===== config.mk =====
export PLATFORM = sky130hd
export DESIGN_NAME = reduct_pipe
export DESIGN_NICKNAME = d
export VERILOG_FILES = /design/src/rtl/reduct_pipe.sv
export SDC_FILE = /design/constraint.sdc
export NUM_CORES = 1
export LEC_CHECK = 0
export ABC_AREA = 1
export CELL_PAD_IN_SITES_DETAIL_PLACEMENT = 0
export CELL_PAD_IN_SITES_GLOBAL_PLACEMENT = 1
export CORE_UTILIZATION = 30
export CTS_BUF_LIST = sky130_fd_sc_hd__clkbuf_2 sky130_fd_sc_hd__clkbuf_4 sky130_fd_sc_hd__clkbuf_8
export CTS_CLUSTER_SIZE = 20
export DETAILED_ROUTE_END_ITERATION = 10
export PLACE_DENSITY = 0.76
export SYNTH_ARGS = -nofsm -noshare
export SYNTH_HDL_FRONTEND = slang
export SYNTH_SLANG_ARGS = --single-unit

===== constraint.sdc =====
create_clock -name clk -period 2.5 [get_ports clk]
set_clock_uncertainty 0.15 [all_clocks]
set_input_delay 0.375 -clock clk [delete_from_list [all_inputs] [get_ports clk]]
set_output_delay 0.375 -clock clk [all_outputs]
set_load 0.01 [all_outputs]

===== src/rtl/reduct_pipe.sv =====
// reduct_pipe: two-stage elastic bit-reduction unit.
// Stage 1 reduces each CHUNK-bit slice of the operand to a partial bit.
// Stage 2 combines the partials into the final result, inverting for NOR.
// Both stages use valid/ready handshakes. A flush squashes whatever is in flight.
module reduct_pipe #(
   parameter int WIDTH = 32,
   parameter int CHUNK = 8,
   parameter int TAG_W = 5
) (
   input  logic             clk,
   input  logic             rst,
   input  logic             flush,
   input  logic             in_valid,
   output logic             in_ready,
   input  logic [1:0]       in_op,
   input  logic [WIDTH-1:0] in_a,
   input  logic [TAG_W-1:0] in_tag,
   output logic             out_valid,
   input  logic             out_ready,
   output logic             out_bit,
   output logic [TAG_W-1:0] out_tag
);

   localparam int NC = WIDTH / CHUNK;

   typedef enum logic [1:0] {
      OP_OR  = 2'b00,
      OP_AND = 2'b01,
      OP_XOR = 2'b10,
      OP_NOR = 2'b11
   } op_e;

   logic             v1_q, v1_d;
   op_e              op1_q;
   logic [TAG_W-1:0] tag1_q;
   logic [NC-1:0]    p1_q, p1_d;

   logic             v2_q, v2_d;
   logic             bit2_q, bit2_d;
   logic [TAG_W-1:0] tag2_q;

   logic             inXfer;
   logic             adv2;
   logic             s1Load;

   // Per-chunk partials; NOR shares the OR partials and is inverted at the end.
   always_comb begin
      p1_d = '0;
      for (int i = 0; i < NC; i++) begin
         case (op_e'(in_op))
            OP_AND:  p1_d[i] = &in_a[i*CHUNK +: CHUNK];
            OP_XOR:  p1_d[i] = ^in_a[i*CHUNK +: CHUNK];
            default: p1_d[i] = |in_a[i*CHUNK +: CHUNK];
         endcase
      end
   end

   // Final combine of the stage-1 partials into the result bit.
   always_comb begin
      bit2_d = 1'b0;
      case (op1_q)
         OP_AND:  bit2_d = &p1_q;
         OP_XOR:  bit2_d = ^p1_q;
         OP_NOR:  bit2_d = ~(|p1_q);
         default: bit2_d = |p1_q;
      endcase
   end

   // Handshake and occupancy: S2 drains from S1 whenever it is empty or being
   // consumed, which also collapses bubbles while the consumer stalls.
   always_comb begin
      in_ready = ~rst & (~v1_q | ~v2_q | out_ready);
      inXfer   = in_valid & in_ready & ~flush & ~rst;
      adv2     = v1_q & (~v2_q | out_ready);
      s1Load   = inXfer & (~v1_q | adv2);
      v1_d     = inXfer | (v1_q & ~adv2);
      v2_d     = adv2 | (v2_q & ~out_ready);
   end

   // Valid bits and the stage-2 result registers; reset wins over flush.
   always_ff @(posedge clk) begin
      if (rst) begin
         v1_q   <= 1'b0;
         v2_q   <= 1'b0;
         bit2_q <= 1'b0;
         tag2_q <= '0;
      end else begin
         v1_q <= flush ? 1'b0 : v1_d;
         v2_q <= flush ? 1'b0 : v2_d;
         if (adv2) begin
            bit2_q <= bit2_d;
            tag2_q <= tag1_q;
         end
      end
   end

   // Stage-1 payload needs no reset because v1 qualifies it.
   always_ff @(posedge clk) begin
      if (s1Load) begin
         op1_q  <= op_e'(in_op);
         tag1_q <= in_tag;
         p1_q   <= p1_d;
      end
   end

   assign out_valid = v2_q;
   assign out_bit   = bit2_q;
   assign out_tag   = tag2_q;

endmodule

# Yosys cells after proc, flatten, opt, wreduce, memory -nomap -nowiden
# Cells that the tools add are included.
# op_classes
eq_ne	5
n_mux	5
bitwise	21
n_reduce_logical	16
# ops
cell	n
$reduce_and A8 Y1	4
$reduce_or A8 Y1	4
$reduce_xor A8 Y1	4
$and A1 B1 Y1	8
$pmux W1 S2	4
$not A1 Y1	7
$eq A2 B2 Y1 const B	3
$or A1 B1 Y1	6
$eq A2 B1 Y1 const B	2
$reduce_and A4 Y1	1
$reduce_or A4 Y1	1
$reduce_xor A4 Y1	1
$pmux W1 S3	1
$reduce_or A2 Y1	1
# word_totals
reg_bits	19
output_inout_bits	8
wordCells	54

# Logic depth before layout (Yosys ltp)
# Gate-level depths: netlist (run 1).
# logic_depth
depth_word	8
ltp_mapped	8
mapped_depth_nobuf	8

# Worst setup path before layout (run 1)
# OpenSTA, ideal clock, no wires.
# synth_timing
path_type	in2reg
startpoint	input out_ready
endpoint	register op1_q[0] (enable)
setup_ns	0.379
arrival_ns	1.243
required_ns	1.971
slack_ns	0.728
stages	6
n_path_buf	0
cell_sequence	inv_1 > nand2_4 > nor2_1 > nor2_2 > nand2_1 > nor2_1
# synth_between
elab_chain_len	6
# synth_lines
item	line	rtl
start: declaration	19	input logic out_ready,
$or A1 B1 Y1	72	in_ready = ~rst & (~v1_q | ~v2_q | out_ready);
$and A1 B1 Y1	72	
net in_ready	14	output logic in_ready,
$and A1 B1 Y1 (3 in series)	73	inXfer = in_valid & in_ready & ~flush & ~rst;
$and A1 B1 Y1	75	s1Load = inXfer & (~v1_q | adv2);
net s1Load	44	logic s1Load;
end signal: assignment	100	op1_q <= op_e'(in_op);
end: declaration	34	op_e op1_q;
# The timed path passes the listed nets, and every way through them passes these cells.
# A chain may end at the register's enable or synchronous reset.

# Final worst setup path (run 1)
# layout_timing
startpoint	input out_ready
endpoint	output in_ready
# layout_between
elab_chain_len	2
# layout_lines
item	line
$or A1 B1 Y1	72
$and A1 B1 Y1	72
end: declaration	14
# No other way between the ends.

==> results.yml, run 1 <==
run_status:
  status: "finished clean"
setup_path:
  cp-start-kind: "primary input"
  crit_arrival_ns: 1.65
  cp-end-kind: "primary output"
  path_class: "primary input to primary output"
  worstPathRequired_ns: 1.98
  critPathMaxFanout: 3
  regToRegSetupSlack_ns: 1.13
timing:
  final.period_utilization_pct: 87.1
  max_freq_mhz: 459
  final-setup-viol-count: 0
  rsz0062_at_grt: "no"
  drv_slew: 0
  worstMarginPinSlew_ns: 0.210
  hold_violations: 0
  maxSlewHeadroom_pct: 86.0
  final.min_clock_period_ns: 2.18
  fin_setup_tns_ns: 0
clock_tree:
  clockBufferDepth: 2
  clock_latency_ns: 0.25
  cts_made_buffers: 3
  ctsResizeCount: 0
  htree_levels: 1
  cts_tree: "built"
  postCtsSetupBuffers: 0
  clock_sinks: 19
  cts_hold_buf: 0
  root_buffer: "clkbuf_8"
  clk_pin_slew_ns: 0.07
drt:
  vias_per_cell: 4.05
  vias: 1450
  first_iter_violations: 42
  remaining_drc_errors: 0
  wl_per_cell_um: 8.33
  dr.pass1.iters: 4
  routed_wl_mm: 2.98
  drtAntennaViolNets: 0
synthesis:
  synth_top_area_share_pct: 27.6
  yosysTopAreaCell: "ha_1"
  synth_area_sq_um: 1720
  yosysUniqueCellTypes: 17
  synth_flop_cell: "edfxtp_1"
  synth_edf_count: 11
  yosysSeqAreaShare_pct: 28.5
  yosys-top-cells-count: "inv_1, nand2_1, ha_1"
  yosys-top-cells-area: "ha_1, edfxtp_1, inv_1, nand2_1, dfxtp_1"
  syn-num-nets: 311
  syn_avg_cell_area_sq_um: 7.52
  synth.most_common_cell: "inv_1"
  ys_ff_latch: 19
  syn-instance-count: 229
  ys_async_sr_fraction_pct: 0
  yosysWarnings: 0
layout:
  fin_util_pct: 43.3
  final_cells: 358
  nNetsFinal: 369
  multi_input_area_sq_um: 1010
  drive_gt1_share_pct: 5.24
  fillCellCount: 552
  area_growth_pct: 38.4
  register_area_sq_um: 490
  antennaDiodeCount: 0
placement:
  dp_cells: 354
  routabilityCongestion: 0.753
  io_buffer_count: 51
  place_hpwl_mm: 2.59
global_route:
  grt_pass1_wl_mm: 5.51
  antenna_found_initial: 0
  grt_usage_pct: 11.2
  grt_overflow_total: 0
  grt_pass1_vias: 1407
  grt_max_degree: 12
power:
  power.density_nw_per_um2: 345
  ir_worst_vdd_uv: 191
  p_total_uw: 822
  p_leak_uw: 0.00123
hold_path:
  hold_class: "register to register"
floorplanning:
  io_pins: 52
  dieArea_sq_um: 6050
  rows: 27
  start_util_pct: 31.3
  die_h_um: 77.8
  coreArea_sq_um: 5510
  die_w_um: 77.8
flow_run:
  maxCapViolations: 0
==> layer usage <==
layer,global-route usage [%],vias up,part of all wire [%]
li1,-,810,-
met2,19.9,20,47
met4,3.96,0,0.77
met3,1.65,2,3.1
met1,13.5,618,49
met5,0,-,0
==> area by class of cell <==
class / count / share of cell area (%)
Inverter: 59 / 9.39
Multi-Input combinational cell: 151 / 42.3
Timing Repair Buffer: 53 / 22.0
Sequential cell: 19 / 20.6
Clock buffer: 3 / 1.73
Tap cell: 72 / 3.78
Clock inverter: 1 / 0.210
==> path summary, 6_finish.rpt <==
kind,startpoint,endpoint,cells past startpoint
hold / removal,out_tag[3],out_tag[3],2
setup reg to reg,out_valid,tag1_q[1],6
setup / recovery,out_ready,in_ready,6
hold reg to reg,out_tag[3],out_tag[3],2
==> power breakdown <==
group	internal [uW]	total, uW	switching, uW
Clock	111	210	99.5
Sequential	343	348	4.89
Combinational	143	264	121
Total	597	822	225
==> worst max-delay path, cell delays in order <==
cell,delay [ns]
clkdlybuf4s50_1,0.45
inv_1,0.06
nand2_4,0.07
nor2_1,0.06
nor2_2,0.10
clkdlybuf4s50_1,0.54
==> logic make-up (layout without fill, tap and decap cells) <==
logic type	Yosys count	in the layout	synth area share, %
AOI/OAI and AO/OA	13	13	4.79
adders and majority gates	38	38	27.6
buffers and inverters	59	116	13.0
and+or+nand+nor	96	96	24.1
xor gates and xnor gates	4	4	2.03
DFF	19	19	28.5
==> cells in the final DEF (no fill, tap or decap) <==
cell type,count
a21oi_1,8
a21oi_2,4
buf_4,2
clkbuf_8,3
clkdlybuf4s50_1,51
clkinv_2,1
dfxtp_1,8
edfxtp_1,11
ha_1,38
inv_1,58
inv_4,1
nand2_1,54
nand2_4,2
nand3_1,7
nand3_2,1
nand4_1,8
nor2_1,22
nor2_2,1
o21bai_1,1
or2_1,1
xnor2_1,4
==> metrics by stage <==
step / hold WS [ns] / worst slack, ns / instance area (sq um)
6_report: 0.312 / 0.323 / 2380
5_1_grt: 0.326 / 0.244 / 2380
4_1_cts: 0.314 / 0.315 / 2380
3_5_place_dp: 0.303 / 0.321 / 2340
3_3_place_gp: 0.302 / 0.332 / 2340
2_1_floorplan: 0.294 / 0.728 / 1720
==> sequential cells by signal, indices dropped and copies added, names as in the netlist <==
signal / flops
op1_q: 2
out_bit: 1
out_tag: 5
out_valid: 1
p1_q: 4
tag1_q: 5
v1_q: 1
No activity file was read; power rests on OpenSTA's default activity.
==> run 2: changes to the inputs <==
--- a/config.mk
+++ b/config.mk
@@ -8,11 +8,11 @@
 export ABC_AREA = 1
 export CELL_PAD_IN_SITES_DETAIL_PLACEMENT = 0
 export CELL_PAD_IN_SITES_GLOBAL_PLACEMENT = 1
-export CORE_UTILIZATION = 30
+export CORE_UTILIZATION = 37
 export CTS_BUF_LIST = sky130_fd_sc_hd__clkbuf_2 sky130_fd_sc_hd__clkbuf_4 sky130_fd_sc_hd__clkbuf_8
 export CTS_CLUSTER_SIZE = 20
 export DETAILED_ROUTE_END_ITERATION = 10
-export PLACE_DENSITY = 0.76
+export PLACE_DENSITY = 0.9
 export SYNTH_ARGS = -nofsm -noshare
 export SYNTH_HDL_FRONTEND = slang
 export SYNTH_SLANG_ARGS = --single-unit
==> results.yml, run 2 (synthesized netlist as in run 1, its figures left out) <==
run_status:
  status: "finished clean"
timing:
  maxSlewHeadroom_pct: 88.0
  fin_setup_tns_ns: 0
  final.min_clock_period_ns: 2.21
  drv_slew: 0
  max_freq_mhz: 453
  hold_slack_ns: 0.310
  rsz0062_at_grt: "no"
  worstMarginPinSlew_ns: 0.180
  hold_violations: 0
  final.period_utilization_pct: 88.3
  final-setup-viol-count: 0
global_route:
  antenna_found_initial: 0
  grt_busiest_layer: "met2"
  grt_max_degree: 13
  grt_overflow_total: 0
  grt_pass1_wl_mm: 5.55
  gr-usage-met1_pct: 17.1
  grt_usage_pct: 13.4
  met2_usage_pct: 24.3
  grt_pass1_vias: 1390
  use_met3_pct: 1.44
setup_path:
  critPathMaxFanout: 3
  worstPathRequired_ns: 1.98
  r2r_end: "tag1_q[4]"
  cp-start-kind: "primary input"
  reg2reg_depth: 6
  crit_arrival_ns: 1.68
  r2r-start: "out_valid"
  regToRegSetupSlack_ns: 1.11
  cp-end-kind: "primary output"
  path_class: "primary input to primary output"
layout:
  final_area_sq_um: 2360
  area_growth_pct: 37.1
  fillCellCount: 421
  final_cells: 338
  final_common_cell: "inv_1"
  nNetsFinal: 369
  antennaDiodeCount: 0
  drive_gt1_share_pct: 5.24
  final_cell_mix: "inv_1, nand2_1, clkdlybuf4s50_1, ha_1, nor2_1"
hold_path:
  min_from: "out_tag[4]"
  min_to: "out_tag[4]"
  hold_class: "register to register"
  hold_path_depth: 2
clock_tree:
  postCtsSetupBuffers: 0
  ctsResizeCount: 0
  root_buffer: "clkbuf_8"
  cts_hold_buf: 0
  clock_sinks: 19
  clk_pin_slew_ns: 0.07
  htree_levels: 1
  clock_latency_ns: 0.25
  cts_tree: "built"
  clockBufferDepth: 2
  cts_made_buffers: 3
drt:
  first_iter_violations: 45
  dr.pass1.iters: 4
  vias_per_cell: 4.32
  remaining_drc_errors: 0
  routed_wl_mm: 3.09
  vias: 1459
  wl_per_cell_um: 9.14
  drtAntennaViolNets: 0
placement:
  routabilityCongestion: 0.723
  io_buffer_count: 51
  placed_area_sq_um: 2310
  place_hpwl_mm: 2.71
  dp_cells: 334
floorplanning:
  io_pins: 52
  dieArea_sq_um: 4930
  die_h_um: 70.2
  die_w_um: 70.2
  coreArea_sq_um: 4410
  start_util_pct: 39.0
  rows: 24
power:
  power.density_nw_per_um2: 348
  p_leak_uw: 0.00123
  ir_worst_vdd_uv: 212
  p_total_uw: 823
flow_run:
  maxCapViolations: 0
## run 2: cell count changes in the layout (fill, tap and decap cells not counted), sizes merged
| cell | change |
|---|---|
| clkinvlp | +1 |
| clkinv | -1 |
## run 2: through the flow
stage	setup slack, ns	utilization [%]
after floorplan	0.728	-
after global placement	0.333	52.4
after detailed placement	0.302	52.4
after CTS	0.297	53.5
after global routing	0.241	53.5
final	0.294	53.5
## run 2: layout make-up
class                   instances  area, sq um  share of cell area (%)
well taps                      52         65.1                    2.75
inverters                      59          224                    9.48
multi-input cells             151         1010                    42.7
clock inverters                 1         7.51                   0.318
clock buffers                   3         41.3                    1.75
repair buffers                 53          526                    22.2
flip-flops and latches         19          490                    20.8
## run 2: report_power, final
group	switching, uW	total, uW	leakage, uW	internal, uW
Sequential	4.94	348	0.000166	343
Combinational	123	266	0.00104	143
Clock	96.3	208	0.0000217	112
Total	224	823	0.00123	599
## run 2: per-layer routing
layer	vias to the layer above	wire, um
met4	0	10
met5	-	0
met3	2	78
li1	814	-
met1	622	1490
met2	21	1510
## run 2: how the worst max path moves through the flow
stage	from	end	cells past startpoint
finish	out_ready	in_ready	6
global route	out_ready	in_ready	6
CTS	out_ready	in_ready	6
detailed placement	out_ready	in_ready	6
global placement	out_ready	in_ready	6
floorplan	out_ready	op1_q[0]	6
## run 2: critical path, stage by stage
cell and delay [ns]:
clkdlybuf4s50_1 0.45, inv_1 0.06, nand2_4 0.07, nor2_1 0.06, nor2_2 0.10, clkdlybuf4s50_1 0.56
==> run 3: changes to the inputs <==
--- a/config.mk
+++ b/config.mk
@@ -16,3 +16,4 @@
 export SYNTH_ARGS = -nofsm -noshare
 export SYNTH_HDL_FRONTEND = slang
 export SYNTH_SLANG_ARGS = --single-unit
+export TNS_END_PERCENT = 1
==> results of run 3 <==
No change in the layout: final DEF, timing and power equal those of run 2.
